File: config.mk
export PLATFORM = sky130hd
export DESIGN_NAME = pulse_meter
export DESIGN_NICKNAME = d
export VERILOG_FILES = /design/src/rtl/pulse_meter.sv
export SDC_FILE = /design/constraint.sdc
export NUM_CORES = 1
export LEC_CHECK = 0
export ABC_CLOCK_PERIOD_IN_PS = 1350
export BUFFER_PORTS_ARGS = -buffer_cell sky130_fd_sc_hd__buf_2
export CAP_MARGIN = 20
export CORE_MARGIN = 2
export CORE_UTILIZATION = 35
export CTS_CLUSTER_DIAMETER = 40
export DETAILED_ROUTE_END_ITERATION = 6
export PLACE_DENSITY = 0.53
export SKIP_LAST_GASP = 1
export SYNTH_ARGS = -nofsm -noshare
export SYNTH_HDL_FRONTEND = slang
export SYNTH_SLANG_ARGS = --single-unit
File: constraint.sdc
create_clock -name clock -period 1.35 [get_ports clock]
set_input_delay 0.0675 -clock clock [delete_from_list [all_inputs] [get_ports clock]]
set_output_delay 0.0675 -clock clock [all_outputs]
set_load 0.005 [all_outputs]
File: src/rtl/pulse_meter.sv
// pulse_meter: measures high-pulse widths on 'in' and hands {ovf,data} over a dav_/rfd handshake
module pulse_meter #(
  parameter int W = 8
) (
  input  logic         clock,
  input  logic         reset,
  input  logic         in,
  input  logic         rfd,
  output logic [W-1:0] data,
  output logic         ovf,
  output logic         dav_,
  output logic         lost
);
  typedef enum logic [1:0] {ARM, IDLE, CNT} m_state_t;
  typedef enum logic {OIDLE, OWAIT} o_state_t;
  m_state_t       m_q, m_d;
  o_state_t       o_q, o_d;
  logic [W-1:0]   len_q, len_d, buf_len_q, buf_len_d, data_q, data_d;
  logic           sat_q, sat_d, buf_sat_q, buf_sat_d, buf_full_q, buf_full_d;
  logic           ovf_q, ovf_d, lost_q, lost_d;
  logic           done, rel, load, offer;
  always_comb begin
    m_d   = m_q;
    len_d = len_q;
    sat_d = sat_q;
    done  = 1'b0;
    case (m_q)
      ARM:  m_d = in ? ARM : IDLE;
      IDLE: if (in) begin
        m_d   = CNT;
        len_d = W'(1);
        sat_d = 1'b0;
      end
      CNT: if (!in) begin
        m_d  = IDLE;
        done = 1'b1;
      end else if (&len_q) sat_d = 1'b1;
      else len_d = len_q + W'(1);
      default: m_d = ARM;
    endcase
  end
  // A release at the same edge as a completion frees the slot for that completion
  always_comb begin
    rel        = (o_q == OWAIT) && !rfd;
    load       = done && (!buf_full_q || rel);
    offer      = (o_q == OIDLE) && buf_full_q && rfd;
    buf_full_d = load | (buf_full_q & ~rel);
    buf_len_d  = load ? len_q : buf_len_q;
    buf_sat_d  = load ? sat_q : buf_sat_q;
    lost_d     = lost_q | (done & ~load);
    data_d     = offer ? buf_len_q : data_q;
    ovf_d      = offer ? buf_sat_q : ovf_q;
    o_d        = offer ? OWAIT : (rel ? OIDLE : o_q);
  end
  always_ff @(posedge clock) begin
    if (reset) begin
      m_q        <= ARM;
      o_q        <= OIDLE;
      len_q      <= '0;
      sat_q      <= 1'b0;
      buf_len_q  <= '0;
      buf_sat_q  <= 1'b0;
      buf_full_q <= 1'b0;
      data_q     <= '0;
      ovf_q      <= 1'b0;
      lost_q     <= 1'b0;
    end else begin
      m_q        <= m_d;
      o_q        <= o_d;
      len_q      <= len_d;
      sat_q      <= sat_d;
      buf_len_q  <= buf_len_d;
      buf_sat_q  <= buf_sat_d;
      buf_full_q <= buf_full_d;
      data_q     <= data_d;
      ovf_q      <= ovf_d;
      lost_q     <= lost_d;
    end
  end
  assign data = data_q;
  assign ovf  = ovf_q;
  assign dav_ = (o_q != OWAIT);
  assign lost = lost_q;
endmodule

**Word level (Yosys, flattened, before mapping)**

Cells that the tools add are included.

- Flip-flop bits (word level): 32
- Output and inout port bits: 11

- $add $sub $neg: 1
- Equal/unequal tests: 7
- Muxes and demuxes: 16
- Bitwise logic cells: 7
- Reduce and logical (&&, ||, !) cells: 14

Operator list:

| cell | number |
|---|---|
| $mux 8 | 3 |
| $pmux 8 s2 | 1 |
| $ne 2x2->1 const B | 5 |
| $add 8x1->8 const B | 1 |
| $mux 1 | 8 |
| $reduce_and 4->1 | 2 |
| $reduce_and 8->1 | 1 |
| $pmux 2 s3 | 1 |
| $logic_and 1x1->1 | 4 |
| $mux 2 | 2 |
| $reduce_bool 2->1 | 2 |
| $not 1->1 | 3 |
| $and 1x1->1 | 2 |
| $eq 2x1->1 const B | 1 |
| $eq 2x2->1 const B | 1 |
| $logic_not 1->1 | 2 |
| $logic_not 2->1 | 1 |
| $or 1x1->1 | 2 |
| $pmux 1 s2 | 1 |
| $reduce_and 2->1 | 1 |
| $logic_or 1x1->1 | 1 |

**Longest topological paths before layout**

- Word-level depth: 7
- Gate-level depth with buffers: 6
- Gate-level depth less buffers: 5

**Least setup slack after synthesis**

OpenSTA, ideal clock, no wires.

- Path type: reg-to-reg
- From: register m_q[1]
- To: register buf_len_q[7]
- Arrival time: 1.279 ns
- Data required time: 1.222 ns
- Path slack: -0.057 ns
- Stages on the path, launching flop included: 6
- Buffers on the path: 1
- Clock period less this slack: 1.407 ns
- Path through: dfxtp_1 or3b_1 a21oi_2 buf_6 mux2i_1 nor2_1

- Longest elaborated chain between the ends: 3

Ends and longest elaborated chain:

| item | RTL line | source |
|---|---|---|
| start: declaration | 16 | `m_state_t m_q, m_d;` |
| start signal: assignment | 68 | `m_q <= m_d;` |
| $eq 2x2->1 | 27 | `case (m_q)` |
| $mux 1 | 27 |  |
| $logic_and 1x1->1 | 45 | `load = done && (!buf_full_q \|\| rel);` |
| end signal: assignment | 72 | `buf_len_q <= buf_len_d;` |
| end: declaration | 18 | `logic [W-1:0] len_q, len_d, buf_len_q, buf_len_d, data_q, data_d;` |

No other way between the ends.
A chain may end at the register's enable or synchronous reset.

**Worst setup path after layout**

- From: register m_q[1]
- To: register buf_len_q[4]

Same word-level chain as after synthesis.

==> flow_summary.json <==
{
  "antennaDiodeCount": 0,
  "area_growth_pct": 35.6,
  "setup_violations": 16,
  "min_period_over_period": 1.04,
  "cp_slowest_cell": "or3b_4",
  "place_ws_ns": -0.0988,
  "drv_cap": 0,
  "top_usage_layer": "met2",
  "placed_cell_area_mm2": 0.00163,
  "reg2reg_from": "m_q[1]",
  "grt_max_degree": 18,
  "yosysSeqAreaShare": 0.471,
  "arrival_ns": 1.57,
  "cellLeakagePower_nw": 0.776,
  "wl_per_cell_um": 13.1,
  "vdd_drop_max_uv": 350,
  "antenna_found_initial": 0,
  "netlist_area_mm2": 0.00136,
  "grt_usage": 0.155,
  "drt_pass1_iterations": 4,
  "port-buffer-count": 14,
  "period_needed_ns": 1.41,
  "hp-class": "input pin to flop",
  "power.density_mw_per_mm2": 1060,
  "fin_ws_ns": -0.0556,
  "worstMarginPinSlew_ns": 0.363,
  "synth_edf_count": 0,
  "via_per_inst": 4.98,
  "gr-usage-met2": 0.226,
  "worstPathRequired_ns": 1.52,
  "ys_warn_count": 0,
  "cts.clk_slew.worst_paths_ns": 0.06,
  "hold_viol_final": 0,
  "critical_path.endpoint_type": "flop",
  "start_util": 0.368,
  "crit_path_start": "m_q[1]",
  "drt_iter0_markers": 74,
  "holdBufCountCts": 0,
  "cts_buffers": 5,
  "max_freq_ghz": 0.711,
  "grt_pass1_wl_um": 5030,
  "dp_hpwl_um": 2080,
  "synth_nets": 146,
  "core_mm2": 0.00369,
  "ctsRootBufferMaster": "clkbuf_8",
  "die_area_mm2": 0.00440,
  "final_nets": 185,
  "max_stage_delay_ns": 0.40,
  "synth_area_leader_cell": "dfxtp_1",
  "min_from": "rfd",
  "die_y_um": 66.3,
  "drt-total-wl_um": 3010,
  "num_vias": 1141,
  "path_class": "flop to flop",
  "slew_headroom": 0.758,
  "use_met3": 0.0358,
  "drc": 0,
  "crit_chain": "or3b_4, a21oi_4, buf_12, mux2i_2, nor2_1",
  "synth_area_leaders": "dfxtp_1 47%, mux2i_1 14%, nor2_1 6.4%",
  "crit_family": "simple AND/OR/NAND/NOR gates",
  "async_flop_share": 0,
  "clockBufferDepth": 2,
  "route.antenna.remaining_nets": 0,
  "synth_top_area_share": 0.471,
  "fp-row-count": 22,
  "synth_area_per_cell_um2": 9.64,
  "finClkSkew_ns": 0.00223,
  "htree_num_levels": 2,
  "worst-path-max-fanout": 9,
  "gp_congestion": 0.818,
  "worstSkewPairLatency_ns": 0.28,
  "final_max_slew_viol_count": 0,
  "synthFlopType": "dfxtp_1",
  "drive_above_1_share": 0.392,
  "final_cell_mix": "26 x dfxtp_1, 23 x nor2_1, 23 x buf_4, 18 x mux2i_1, 14 x buf_2",
  "critical_path_buf_inv_count": 1,
  "rsz0062_at_grt": "yes",
  "synth_cell_type_count": 41,
  "ios": 15,
  "grt_pass1_vias": 1104,
  "synth_cells": 141,
  "mostFrequentLayoutCell": "dfxtp_1",
  "use_met1": 0.203,
  "synth_seq_cells": 32,
  "cp-start-kind": "flop",
  "failed_checks": "setup timing",
  "cts_tree": "yes",
  "status": "finished with violations",
  "die_w_um": 66.3,
  "final_area_mm2": 0.00184,
  "overflow": 0,
  "cts_sinks": 32
}
-- cell type report --
class | count | area (um^2)
well taps | 48 | 60.1
multi-input cells | 99 | 734
clock inverters | 2 | 35.0
fillers | 348 | 1850
flip-flops and latches | 32 | 648
inverters | 2 | 7.51
repair buffers | 40 | 285
clock buffers | 6 | 72.6
-- final timing paths --
path	endpoint	slack [ns]	cells after the start
setup reg to reg	buf_len_q[4]	-0.06	5
hold / removal	o_q	0.06	2
setup / recovery	buf_len_q[4]	-0.06	5
hold reg to reg	m_q[0]	0.45	1
-- Yosys cell counts (all sizes together) (2+ instances only) --
library cell and n:
a31o 2, inv 2, nor4b 2, dfxtp 32, a31oi 2, nand3b 2, nand2 8, nand3 2
clkbuf 2, a21oi 7, nor3b 2, or2 2, nor4 2, nor2 23, o21ai 2, nand2b 2
nand4 3, buf 6, mux2i 19, nor2b 3
-- report_power, final --
part	total, mW	switching [mW]	leakage, nW	internal [mW]
clock network	0.893	0.346	0.0552	0.547
registers	0.958	0.00697	0.261	0.951
logic	0.0963	0.0518	0.460	0.0445
total	1.95	0.405	0.776	1.54
-- repair_timing --
action	in CTS	in global routing
resized for setup	5	14
buffers inserted	2	3
pin swaps	5	8
endpoints found under the setup margin	16	18
-- kinds of logic after synthesis --
logic type	Yosys count	synth area share
AOI/OAI and AO/OA	21	0.119
adders and majority gates	1	0.00921
and+or+nand+nor	57	0.216
DFF	32	0.471
muxes	19	0.140
buffers and inverters	10	0.0378
xor gates and xnor gates	1	0.00645
-- layer usage --
| metal | up-vias | routed length [um] | part of all wire |
|---|---|---|---|
| li1 | 575 | - | - |
| met3 | 5 | 153 | 0.051 |
| met2 | 27 | 1400 | 0.46 |
| met5 | - | 0 | 0 |
| met1 | 534 | 1390 | 0.46 |
| met4 | 0 | 74 | 0.025 |
-- through the flow --
| stage | hold slack (ns) | total power [mW] | cells | util | setup TNS (ns) |
|---|---|---|---|---|---|
| finish | 0.0616 | 1.95 | 229 | 0.500 | -0.410 |
| CTS | 0.0561 | 1.97 | 227 | 0.481 | -0.440 |
| floorplan | 0.233 | 1.03 | 141 | - | -0.0395 |
| global placement | 0.349 | 1.06 | 217 | 0.442 | -0.245 |
| global route | 0.0707 | 2.03 | 229 | 0.500 | -1.56 |
| detailed placement | 0.359 | 1.07 | 217 | 0.442 | -0.562 |
-- state kept, by name (all words and copies together), names as in the netlist --
name,cells
buf_len_q,8
data,8
len_q,8
m_q,2
buf_full_q,1
buf_sat_q,1
lost,1
o_q,1
ovf,1
sat_q,1
Note: power is estimated with default switching activity, not from simulation.
